`src/rtl/extmem_pkg.sv`:
```
// Shared types for the external SRAM arbiter: sequencer states, owner encoding, widths
// and the latched access descriptor handed from arbiter to sequencer.
package extmem_pkg;

  localparam int ADDR_W = 17;
  localparam int DATA_W = 8;

  typedef enum logic [1:0] {
    ST_IDLE   = 2'd0,
    ST_SETUP  = 2'd1,
    ST_STROBE = 2'd2,
    ST_HOLD   = 2'd3
  } state_t;

  typedef enum logic {
    OWN_P0 = 1'b0,
    OWN_P1 = 1'b1
  } owner_t;

  typedef struct packed {
    logic              we;
    logic [ADDR_W-1:0] addr;
    logic [DATA_W-1:0] wdata;
  } req_t;

endpackage

```
`src/rtl/extmem_if.sv`:
```
// Requester handshakes for both ports plus the external SRAM pins.
// slave = arbiter side, master = requesters and SRAM device side.
interface extmem_if;
  import extmem_pkg::*;

  logic              p0_req;
  logic              p0_we;
  logic [ADDR_W-1:0] p0_addr;
  logic [DATA_W-1:0] p0_wdata;
  logic [DATA_W-1:0] p0_rdata;
  logic              p0_done;

  logic              p1_req;
  logic              p1_we;
  logic [ADDR_W-1:0] p1_addr;
  logic [DATA_W-1:0] p1_wdata;
  logic [DATA_W-1:0] p1_rdata;
  logic              p1_done;

  logic [ADDR_W-1:0] sram_ad;
  logic [DATA_W-1:0] sram_dq_i;
  logic [DATA_W-1:0] sram_dq_o;
  logic              sram_dq_oe;
  logic              sram_cs;
  logic              sram_oe_n;
  logic              sram_we_n;
  logic              busy;

  modport slave (
    input  p0_req, p0_we, p0_addr, p0_wdata,
    input  p1_req, p1_we, p1_addr, p1_wdata,
    input  sram_dq_i,
    output p0_rdata, p0_done, p1_rdata, p1_done,
    output sram_ad, sram_dq_o, sram_dq_oe, sram_cs, sram_oe_n, sram_we_n, busy
  );

  modport master (
    output p0_req, p0_we, p0_addr, p0_wdata,
    output p1_req, p1_we, p1_addr, p1_wdata,
    output sram_dq_i,
    input  p0_rdata, p0_done, p1_rdata, p1_done,
    input  sram_ad, sram_dq_o, sram_dq_oe, sram_cs, sram_oe_n, sram_we_n, busy
  );

endinterface

```
`src/rtl/extmem_seq.sv`:
```
// SRAM access sequencer: SETUP / STROBE x STROBE_CYCLES / HOLD, drives the SRAM pins.
// Latency start->done = STROBE_CYCLES+2 clks; start is only taken in IDLE (busy=1 otherwise).
module extmem_seq
  import extmem_pkg::*;
#(
  parameter int STROBE_CYCLES = 2
) (
  input  logic              clk,
  input  logic              rst,
  input  logic              start_vld,
  input  req_t              start_dat,
  input  logic [DATA_W-1:0] sram_dq_i,
  output logic              busy,
  output logic              done,
  output logic [DATA_W-1:0] rdata,
  output logic [ADDR_W-1:0] sram_ad,
  output logic [DATA_W-1:0] sram_dq_o,
  output logic              sram_dq_oe,
  output logic              sram_cs,
  output logic              sram_oe_n,
  output logic              sram_we_n
);

  localparam logic [3:0] LAST_STROBE = 4'(STROBE_CYCLES - 1);

  state_t            state_q, state_d;
  logic [3:0]        cnt_q, cnt_d;
  req_t              acc_q, acc_d;
  logic [DATA_W-1:0] rdata_q, rdata_d;

  always_ff @(posedge clk or negedge rst) begin
    if (!rst) begin
      state_q <= ST_IDLE;
      cnt_q   <= '0;
      acc_q   <= '0;
      rdata_q <= '0;
    end else begin
      state_q <= state_d;
      cnt_q   <= cnt_d;
      acc_q   <= acc_d;
      rdata_q <= rdata_d;
    end
  end

  always_comb begin
    state_d = state_q;
    cnt_d   = cnt_q;
    acc_d   = acc_q;
    rdata_d = rdata_q;
    case (state_q)
      ST_IDLE: begin
        if (start_vld) begin
          state_d    = ST_SETUP;
          cnt_d      = '0;
          acc_d.we   = start_dat.we;
          acc_d.addr = start_dat.addr;
          // Reads leave the last write data on dq_o so the undriven bus does not toggle.
          if (start_dat.we) begin
            acc_d.wdata = start_dat.wdata;
          end
        end
      end
      ST_SETUP: state_d = ST_STROBE;
      ST_STROBE: begin
        if (cnt_q == LAST_STROBE) begin
          state_d = ST_HOLD;
          if (!acc_q.we) begin
            rdata_d = sram_dq_i;
          end
        end else begin
          cnt_d = cnt_q + 4'd1;
        end
      end
      ST_HOLD: state_d = ST_IDLE;
      default: state_d = ST_IDLE;
    endcase
  end

  // Strobes decode straight from state so an async reset drops them at once.
  always_comb begin
    busy       = (state_q != ST_IDLE);
    done       = 1'b0;
    sram_cs    = 1'b0;
    sram_dq_oe = 1'b0;
    sram_oe_n  = 1'b1;
    sram_we_n  = 1'b1;
    case (state_q)
      ST_SETUP: begin
        sram_cs    = 1'b1;
        sram_dq_oe = acc_q.we;
      end
      ST_STROBE: begin
        sram_cs    = 1'b1;
        sram_dq_oe = acc_q.we;
        sram_oe_n  = acc_q.we;
        sram_we_n  = !acc_q.we;
      end
      ST_HOLD: begin
        sram_cs    = 1'b1;
        sram_dq_oe = acc_q.we;
        done       = 1'b1;
      end
      default: ;
    endcase
  end

  assign sram_ad   = acc_q.addr;
  assign sram_dq_o = acc_q.wdata;
  assign rdata     = rdata_q;

endmodule

```
`src/rtl/extmem_arbiter.sv`:
```
// Two-port arbiter onto one 128Kx8 SRAM; port 0 has priority, EXTMEM_FAIR_EN bounds port-1 starvation.
// Grant->done = STROBE_CYCLES+2 clks, one IDLE clk between accesses; requesters hold pX_req until pX_done.
// Losing requester simply waits with its request held; there is no abort path.
module extmem_arbiter
  import extmem_pkg::*;
#(
  parameter int STROBE_CYCLES = 2,
  parameter int MAX_WAIT      = 8
) (
  input logic     clk,
  input logic     rst,
  extmem_if.slave bus
);

  if (STROBE_CYCLES < 1 || STROBE_CYCLES > 15) begin : g_bad_strobe
    $error("extmem_arbiter: STROBE_CYCLES must be 1..15");
  end
  if (MAX_WAIT < 1 || MAX_WAIT > 15) begin : g_bad_wait
    $error("extmem_arbiter: MAX_WAIT must be 1..15");
  end

  logic              seq_busy;
  logic              seq_done;
  logic [DATA_W-1:0] seq_rdata;
  logic              start_vld;
  req_t              start_dat;
  logic              pick_p1;
  logic              p1_due;
  owner_t            owner_q, owner_d;
  logic              rd_q, rd_d;
  logic [DATA_W-1:0] p0_rdata_q, p0_rdata_d;
  logic [DATA_W-1:0] p1_rdata_q, p1_rdata_d;
  logic              p0_done, p1_done;

`ifdef EXTMEM_FAIR_EN
  // Consecutive port-0 grants taken while port 1 was waiting.
  logic [3:0] wait_q, wait_d;

  assign p1_due = (wait_q >= 4'(MAX_WAIT));

  always_comb begin
    wait_d = wait_q;
    if (!bus.p1_req) begin
      wait_d = '0;
    end else if (start_vld) begin
      if (pick_p1) begin
        wait_d = '0;
      end else if (wait_q != 4'hF) begin
        wait_d = wait_q + 4'd1;
      end
    end
  end

  always_ff @(posedge clk or negedge rst) begin
    if (!rst) begin
      wait_q <= '0;
    end else begin
      wait_q <= wait_d;
    end
  end
`else
  assign p1_due = 1'b0;
`endif

  // Sequencer idle means no done pulse this clk, so a requester that just finished cannot re-win here.
  always_comb begin
    start_vld = !seq_busy && (bus.p0_req || bus.p1_req);
    pick_p1   = bus.p1_req && (!bus.p0_req || p1_due);
    if (pick_p1) begin
      start_dat.we    = bus.p1_we;
      start_dat.addr  = bus.p1_addr;
      start_dat.wdata = bus.p1_wdata;
    end else begin
      start_dat.we    = bus.p0_we;
      start_dat.addr  = bus.p0_addr;
      start_dat.wdata = bus.p0_wdata;
    end
    owner_d = owner_q;
    rd_d    = rd_q;
    if (start_vld) begin
      owner_d = pick_p1 ? OWN_P1 : OWN_P0;
      rd_d    = !start_dat.we;
    end
  end

  always_comb begin
    p0_done    = seq_done && (owner_q == OWN_P0);
    p1_done    = seq_done && (owner_q == OWN_P1);
    p0_rdata_d = (p0_done && rd_q) ? seq_rdata : p0_rdata_q;
    p1_rdata_d = (p1_done && rd_q) ? seq_rdata : p1_rdata_q;
  end

  always_ff @(posedge clk or negedge rst) begin
    if (!rst) begin
      owner_q    <= OWN_P0;
      rd_q       <= 1'b0;
      p0_rdata_q <= '0;
      p1_rdata_q <= '0;
    end else begin
      owner_q    <= owner_d;
      rd_q       <= rd_d;
      p0_rdata_q <= p0_rdata_d;
      p1_rdata_q <= p1_rdata_d;
    end
  end

  extmem_seq #(
    .STROBE_CYCLES(STROBE_CYCLES)
  ) u_seq (
    .clk       (clk),
    .rst       (rst),
    .start_vld (start_vld),
    .start_dat (start_dat),
    .sram_dq_i (bus.sram_dq_i),
    .busy      (seq_busy),
    .done      (seq_done),
    .rdata     (seq_rdata),
    .sram_ad   (bus.sram_ad),
    .sram_dq_o (bus.sram_dq_o),
    .sram_dq_oe(bus.sram_dq_oe),
    .sram_cs   (bus.sram_cs),
    .sram_oe_n (bus.sram_oe_n),
    .sram_we_n (bus.sram_we_n)
  );

  assign bus.p0_done  = p0_done;
  assign bus.p1_done  = p1_done;
  assign bus.p0_rdata = p0_rdata_d;
  assign bus.p1_rdata = p1_rdata_d;
  assign bus.busy     = seq_busy;

endmodule
```
`src/flat_wrapper.sv`:
```
// flat-port wrapper written by rule: the top's interface ports become plain ports
module extmem_arbiter_flat import extmem_pkg::*;
#(
  parameter int STROBE_CYCLES = 2,
  parameter int MAX_WAIT      = 8
)
  (clk, rst, bus_p0_req, bus_p0_we, bus_p0_addr, bus_p0_wdata, bus_p1_req, bus_p1_we, bus_p1_addr, bus_p1_wdata, bus_sram_dq_i, bus_p0_rdata, bus_p0_done, bus_p1_rdata, bus_p1_done, bus_sram_ad, bus_sram_dq_o, bus_sram_dq_oe, bus_sram_cs, bus_sram_oe_n, bus_sram_we_n, bus_busy);
  extmem_if bus_i ();
  input logic clk;
  input logic rst;
  input wire logic [$bits(bus_i.p0_req)-1:0] bus_p0_req;
  input wire logic [$bits(bus_i.p0_we)-1:0] bus_p0_we;
  input wire logic [$bits(bus_i.p0_addr)-1:0] bus_p0_addr;
  input wire logic [$bits(bus_i.p0_wdata)-1:0] bus_p0_wdata;
  input wire logic [$bits(bus_i.p1_req)-1:0] bus_p1_req;
  input wire logic [$bits(bus_i.p1_we)-1:0] bus_p1_we;
  input wire logic [$bits(bus_i.p1_addr)-1:0] bus_p1_addr;
  input wire logic [$bits(bus_i.p1_wdata)-1:0] bus_p1_wdata;
  input wire logic [$bits(bus_i.sram_dq_i)-1:0] bus_sram_dq_i;
  output wire logic [$bits(bus_i.p0_rdata)-1:0] bus_p0_rdata;
  output wire logic [$bits(bus_i.p0_done)-1:0] bus_p0_done;
  output wire logic [$bits(bus_i.p1_rdata)-1:0] bus_p1_rdata;
  output wire logic [$bits(bus_i.p1_done)-1:0] bus_p1_done;
  output wire logic [$bits(bus_i.sram_ad)-1:0] bus_sram_ad;
  output wire logic [$bits(bus_i.sram_dq_o)-1:0] bus_sram_dq_o;
  output wire logic [$bits(bus_i.sram_dq_oe)-1:0] bus_sram_dq_oe;
  output wire logic [$bits(bus_i.sram_cs)-1:0] bus_sram_cs;
  output wire logic [$bits(bus_i.sram_oe_n)-1:0] bus_sram_oe_n;
  output wire logic [$bits(bus_i.sram_we_n)-1:0] bus_sram_we_n;
  output wire logic [$bits(bus_i.busy)-1:0] bus_busy;
  assign bus_i.p0_req = bus_p0_req;
  assign bus_i.p0_we = bus_p0_we;
  assign bus_i.p0_addr = bus_p0_addr;
  assign bus_i.p0_wdata = bus_p0_wdata;
  assign bus_i.p1_req = bus_p1_req;
  assign bus_i.p1_we = bus_p1_we;
  assign bus_i.p1_addr = bus_p1_addr;
  assign bus_i.p1_wdata = bus_p1_wdata;
  assign bus_i.sram_dq_i = bus_sram_dq_i;
  assign bus_p0_rdata = bus_i.p0_rdata;
  assign bus_p0_done = bus_i.p0_done;
  assign bus_p1_rdata = bus_i.p1_rdata;
  assign bus_p1_done = bus_i.p1_done;
  assign bus_sram_ad = bus_i.sram_ad;
  assign bus_sram_dq_o = bus_i.sram_dq_o;
  assign bus_sram_dq_oe = bus_i.sram_dq_oe;
  assign bus_sram_cs = bus_i.sram_cs;
  assign bus_sram_oe_n = bus_i.sram_oe_n;
  assign bus_sram_we_n = bus_i.sram_we_n;
  assign bus_busy = bus_i.busy;
  extmem_arbiter #(.STROBE_CYCLES(STROBE_CYCLES), .MAX_WAIT(MAX_WAIT)) u_core (.clk(clk), .rst(rst), .bus(bus_i));
endmodule
```
`config.mk`:
```
export PLATFORM = sky130hd
export DESIGN_NAME = extmem_arbiter_flat
export DESIGN_NICKNAME = d
export VERILOG_FILES = /design/src/rtl/extmem_pkg.sv /design/src/rtl/extmem_if.sv /design/src/rtl/extmem_seq.sv /design/src/rtl/extmem_arbiter.sv /design/src/flat_wrapper.sv
export SDC_FILE = /design/constraint.sdc
export NUM_CORES = 1
export LEC_CHECK = 0
export ABC_CLOCK_PERIOD_IN_PS = 2780
export BUFFER_PORTS_ARGS = -buffer_cell sky130_fd_sc_hd__buf_2
export CAP_MARGIN = 5
export CORE_MARGIN = 2
export CORE_UTILIZATION = 50
export DETAILED_ROUTE_END_ITERATION = 12
export GPL_TIMING_DRIVEN = 0
export PLACE_DENSITY = 0.81
export SYNTH_ARGS = -nofsm -noshare
export SYNTH_HDL_FRONTEND = slang
export SYNTH_HIERARCHICAL = 1
export SYNTH_SLANG_ARGS = --single-unit
```
`constraint.sdc`:
```
create_clock -name clk -period 2.78 [get_ports clk]
set_clock_uncertainty 0.2 [all_clocks]
set_input_delay 0.278 -clock clk [delete_from_list [all_inputs] [get_ports clk]]
set_output_delay 0.278 -clock clk [all_outputs]
set_load 0.05 [all_outputs]
```
==> results.txt, run 1 <==
Synth Area in Adders - 0.0287
Total power - 5.31 mW
P_int - 2.78 mW
Maximum vdd drop - 0.766 mV
Slowest-stage cell, CP - dfrtp_1
Rel. slew slack - 0.514
Worst Path Max Fanout - 6
Mean post-synth cell area - 14.1 µm²
Worst hold margin - 0.0360 ns
Worst path max stage delay - 0.40 ns
Die X - 82.2 µm
Critical path class - reg -> reg
Mux contribution to synthesized area - 0.325
LEAKAGE - 2.12 nW
Most common cell after layout, fill and taps aside - buf_2
Delay-heaviest family, CP - buffers and inverters
Total CTS buffers - 9
Clock Sinks - 58
Post-Synth XOR/XNOR Area - 0.00287
Max H-tree Level - 3
FMAX - 390 MHz
Psw - 2.54 mW
Sw Share - 0.477
Final Core Density - 0.676
Hold Vio Cnt, Final - 0
Distinct cells, synth - 31
Port Buf Inserts - 111
Total number of vias - 2097
Setup Viol. Count Final - 0
Worst path cell trace - inv_1 -> ha_1 -> clkbuf_1 -> inv_1 -> o21bai_1 -> inv_1 -> mux2i_1 -> a31oi_2 -> mux2_2
Power share of the sequential group - 0.279
Largest family of logic cells by synthesized area - multiplexers
CTS root buf - clkbuf_8
CTS tree - built
Synth async-reset ratio - 1.00
Most frequent cells in the layout - buf_2, dfrtp_1, mux2_2, mux2_4, buf_4
Setup TNS - 0 ns
Worst skew pair latency - 0.33 ns
Simple-gate share of the synthesized area - 0.0532
Post-route DRC - 0
CP required - 2.80 ns
WP data arrival - 2.58 ns
Comb pwr share - 0.583
Die height - 82.2 µm
Max_cap viols - 0
Gr usage total - 0.196
Crit path buf inv count - 4
Nets - 420
Post-synth EDFFs - 0
Vias in the first global route - 2066
Ports - 112
P&R area growth vs syn - 30.9%
Die area - 6750 µm²
Hpwl dp - 4.42 mm
Final period util - 0.923
Global route overflow - 0
Pwr/cell area - 1330 nW/µm²
Startpoint Class - register
Flops & latches, synth - 58
Syn Nets - 288
Gp weighted congestion - 0.756
Inserted Diodes - 0
Synth Flop Type - dfrtp_1
First-pass detailed-route iteration total - 4
Cell row count - 28
Routed wire per std cell - 14.5 µm
Most used cell, CP - inv_1
Clock Tree Buf Depth - 2
Synth Area in Compound Gates - 0.0201
Yosys warnings - 6
Layout cells sized above 1 - 0.675
Starting density of the core - 0.516
Least-Margin Pin Slew - 0.728 ns
First DRT Iteration DRCs - 70
HP Class - in -> reg
Vias per inst - 4.89
Min cycle time layout - 2.57 ns
Largest net degree at the start of global routing - 59
Post-Route WL - 6.20 mm
Max-slew violation count - 0
First-pass GRT wire length - 9.75 mm
RSZ-0062 raised after global routing - false
Placeable Area - 5920 µm²
Final ANT Viol Nets - 0
Initial antenna violation count - 0
Clock share of power - 0.138
Worst-path clk slew - 0.07 ns
Synthesized area - 3060 µm²
CP endpoint kind - register
Post-Syn Instances - 217
Register area share after synthesis - 0.475
Status - finished clean
[cells in the mapped netlist, types with 2 or more instances]
| library cell | n | area share |
|---|---|---|
| ha_1 | 7 | 0.029 |
| or3b_1 | 2 | 0.0057 |
| buf_6 | 2 | 0.0074 |
| inv_1 | 7 | 0.0086 |
| nand2b_1 | 4 | 0.0082 |
| nand2_1 | 4 | 0.0049 |
| a21oi_1 | 2 | 0.0033 |
| buf_12 | 2 | 0.013 |
| nor2b_1 | 5 | 0.010 |
| nand3_1 | 2 | 0.0033 |
| and2_1 | 2 | 0.0041 |
| dfrtp_1 | 58 | 0.47 |
| mux2i_1 | 2 | 0.0065 |
| mux2_2 | 49 | 0.18 |
| buf_4 | 26 | 0.064 |
| mux2_4 | 28 | 0.14 |
[stage by stage]
| stage | worst slack [ns] | std cells | cell area, µm² |
|---|---|---|---|
| 2_1_floorplan | 0.201 | 217 | 3060 |
| 3_3_place_gp | 0.206 | 403 | 3710 |
| 3_5_place_dp | 0.154 | 403 | 3710 |
| 4_1_cts | 0.127 | 428 | 3980 |
| 5_1_grt | 0.00302 | 429 | 4000 |
| 6_report | 0.214 | 429 | 4000 |
[power groups by stage]
| stage | clock network, mW | logic, mW | registers (mW) |
|---|---|---|---|
| 2_1_floorplan | 0 | 2.55 | 1.42 |
| 3_3_place_gp | 0 | 3.04 | 1.46 |
| 3_5_place_dp | 0 | 3.09 | 1.50 |
| 4_1_cts | 0.758 | 3.11 | 1.48 |
| 5_1_grt | 0.802 | 3.28 | 1.53 |
| 6_report | 0.735 | 3.10 | 1.48 |
[final timing paths]
kind / slack, ns / cells after the start / startpoint / end
worst min-delay path: 0.04 / 3 / bus_p1_req / u_core/owner_q$_DFFE_PN0P_
max in group asynchronous: 1.54 / 2 / rst / u_core/u_seq/sram_ad[14]$_DFFE_PN0P_
worst min register to register: 0.29 / 1 / u_core/p1_rdata_q[2]$_DFF_PN0_ / u_core/p1_rdata_q[2]$_DFF_PN0_
worst max-delay path: 0.21 / 9 / u_core/u_seq/state_q[0]$_DFFE_PN0P_ / u_core/u_seq/cnt_q[0]$_DFFE_PN0P_
min in group asynchronous: 0.33 / 2 / rst / u_core/u_seq/rdata[1]$_DFFE_PN0P_
worst max register to register: 0.21 / 9 / u_core/u_seq/state_q[0]$_DFFE_PN0P_ / u_core/u_seq/cnt_q[0]$_DFFE_PN0P_
[flip-flops by register name (all words and copies together) (netlist names)]
| register | count |
|---|---|
| u_core/p0_rdata_q | 8 |
| u_core/owner_q | 1 |
| u_core/u_seq/sram_ad | 17 |
| u_core/u_seq/state_q | 2 |
| u_core/u_seq/rdata | 8 |
| u_core/rd_q | 1 |
| u_core/u_seq/cnt_q | 4 |
| u_core/p1_rdata_q | 8 |
| u_core/u_seq/acc_q | 1 |
| u_core/u_seq/sram_dq_o | 8 |
[routing by layer]
metal / vias to the layer above / wire, µm / track usage
li1: 993 / - / -
met1: 1035 / 2500 / 0.231
met2: 62 / 3290 / 0.336
met3: 7 / 301 / 0.0380
met4: 0 / 105 / 0.105
met5: - / 0 / 0
[cell families after synthesis]
family,after synthesis
AOI/OAI and AO/OA,8
adders and majority gates,7
DFF,58
buffers and inverters,39
xor gates and xnor gates,1
muxes,79
and+or+nand+nor,25
[tightest hold or removal path, cell delays in order]
cell and delay, ns:
buf_2 0.12, nand2b_1 0.07, a21oi_1 0.06
[what timing repair did]
item,in CTS,in global routing
hold endpoints to repair,9,58
hold buffers,9,1
gates resized for setup,0,2
buffers inserted,0,0
endpoints found under the setup margin,0,10
[final cells by class]
type / instances / area, µm²
fillers: 463 / 1920
flip-flops and latches: 58 / 1450
multi-input cells: 120 / 1320
repair buffers: 121 / 658
plain buffers: 32 / 267
clock buffers: 10 / 128
well taps: 75 / 93.8
clock inverters: 6 / 57.6
inverters: 7 / 26.3
(Power assumes the default switching activity.)
==> inputs of run 2 (changes only) <==
==> constraint.sdc (replaced) <==
create_clock -name clk -period 2.78 [get_ports clk]
set_clock_uncertainty 0.2 [all_clocks]
set_input_delay 0.556 -clock clk [delete_from_list [all_inputs] [get_ports clk]]
set_output_delay 0.556 -clock clk [all_outputs]
set_load 0.05 [all_outputs]
==> run 2 against run 1 <==
Against the previous run:
- combinational power is essentially flat
- worst hold slack gained 0.032 ns
- global-route usage shrank 0.58 points
- critical path depth shrank 5
- clock-buffer cell count is the same
- largest cell class unchanged
==> results.txt, run 2 (synthesis results as in run 1) <==
Status - finished clean
Met2 Wirelength - 3.16 mm
First DRT Iteration DRCs - 68
Worst skew pair latency - 0.33 ns
HP Class - in -> async
Clock Tree Buf Depth - 2
Placeable Area - 5920 µm²
Placed Area - 3710 µm²
Setup Viol. Count Final - 0
# hold bufs at CTS - 0
First-pass GRT wire length - 9.49 mm
# resized after CTS - 0
Max-slew violation count - 0
Global route overflow - 0
FMAX - 382 MHz
Routed wire per std cell - 14.4 µm
Port Buf Inserts - 111
Die height - 82.2 µm
Post-route DRC - 0
Hpwl dp - 4.42 mm
Final period util - 0.940
Die X - 82.2 µm
First-pass detailed-route iteration total - 4
Total number of vias - 2057
Die area - 6750 µm²
Startpoint Class - register
Total CTS buffers - 9
CP required - 2.02 ns
Initial antenna violation count - 0
Setup TNS - 0 ns
Inserted Diodes - 0
Gr usage total - 0.190
Most frequent cells in the layout - buf_2, dfrtp_1, mux2_2, mux2_4, buf_4
CP endpoint kind - output pin
Pwr/cell area - 1360 nW/µm²
Max H-tree Level - 3
Worst Path Max Fanout - 8
Final Core Density - 0.659
CTS tree - built
Met3 WL post-DR - 305 µm
Vias per inst - 4.91
CTS root buf - clkbuf_8
P&R area growth vs syn - 27.7%
Cell row count - 28
Vias in the first global route - 2034
Min cycle time layout - 2.61 ns
Clock Sinks - 58
Starting density of the core - 0.516
Postcts setup bufs - 0
Post-Route WL - 6.04 mm
Setup WS post-layout - 0.166 ns
Max reg flops - 17
Worst-path clk slew - 0.07 ns
Pre-CTS setup slack - 0.154 ns
Final ANT Viol Nets - 0
LEAKAGE - 2.08 nW
Max layer used - met4
Rel. slew slack - 0.514
Ports - 112
Nets - 410
Most common cell after layout, fill and taps aside - buf_2
Hold Vio Cnt, Final - 0
Maximum vdd drop - 0.761 mV
Gp weighted congestion - 0.756
Total power - 5.30 mW
Least-Margin Pin Slew - 0.729 ns
Critical path class - reg -> out
Max_cap viols - 0
WP data arrival - 1.86 ns
Met1 wire length - 2.47 mm
Largest net degree at the start of global routing - 59
Final Cell Area - 3900 µm²
RSZ-0062 raised after global routing - false
Layout cells sized above 1 - 0.695
[run 2: cell type report]
cell class	instances	area, µm²
fillers	471	2020
clock inverters	6	57.6
multi-input cells	120	1320
well taps	75	93.8
plain buffers	32	267
inverters	7	26.3
repair buffers	111	558
clock buffers	10	128
flip-flops and latches	58	1450
[run 2: worst max-delay path: stages, from the launching register on]
cell      delay, ns
dfrtp_1        0.43
ha_1           0.25
nand3b_2       0.23
mux2_2         0.39
buf_2          0.22
[run 2: final timing paths]
kind                                                      from                                   end  slack [ns]  cells past startpoint
setup / recovery           u_core/u_seq/state_q[1]$_DFFE_PN0P_                       bus_p0_rdata[6]        0.17                      4
hold / removal                                             rst     u_core/u_seq/rdata[1]$_DFFE_PN0P_        0.07                      1
setup reg to reg           u_core/u_seq/state_q[0]$_DFFE_PN0P_     u_core/u_seq/cnt_q[0]$_DFFE_PN0P_        0.19                      9
hold reg to reg                 u_core/p1_rdata_q[2]$_DFF_PN0_        u_core/p1_rdata_q[2]$_DFF_PN0_        0.29                      1
max in group asynchronous                                  rst  u_core/u_seq/sram_ad[14]$_DFFE_PN0P_        1.80                      1
min in group clk                                     bus_p0_we               u_core/rd_q$_DFFE_PN0P_        0.23                      2
[run 2: routing by layer]
metal | vias up | track usage
li1 | 972 | -
met1 | 1015 | 0.225
met2 | 63 | 0.322
met3 | 7 | 0.0391
met4 | 0 | 0.105
met5 | - | 0
[run 2: stage by stage]
stage	hold slack (ns)	cells
after detailed placement	0.279	403
final	0.0684	419
after global placement	0.274	403
after global routing	0.118	419
after CTS	0.209	419
after floorplan	0.0604	217
[run 2: power breakdown]
group | leakage [nW] | internal (mW) | switching [mW]
sequential | 0.701 | 1.26 | 0.221
clock | 0.0958 | 0.407 | 0.327
combinational | 1.28 | 1.10 | 1.99
total | 2.08 | 2.77 | 2.53
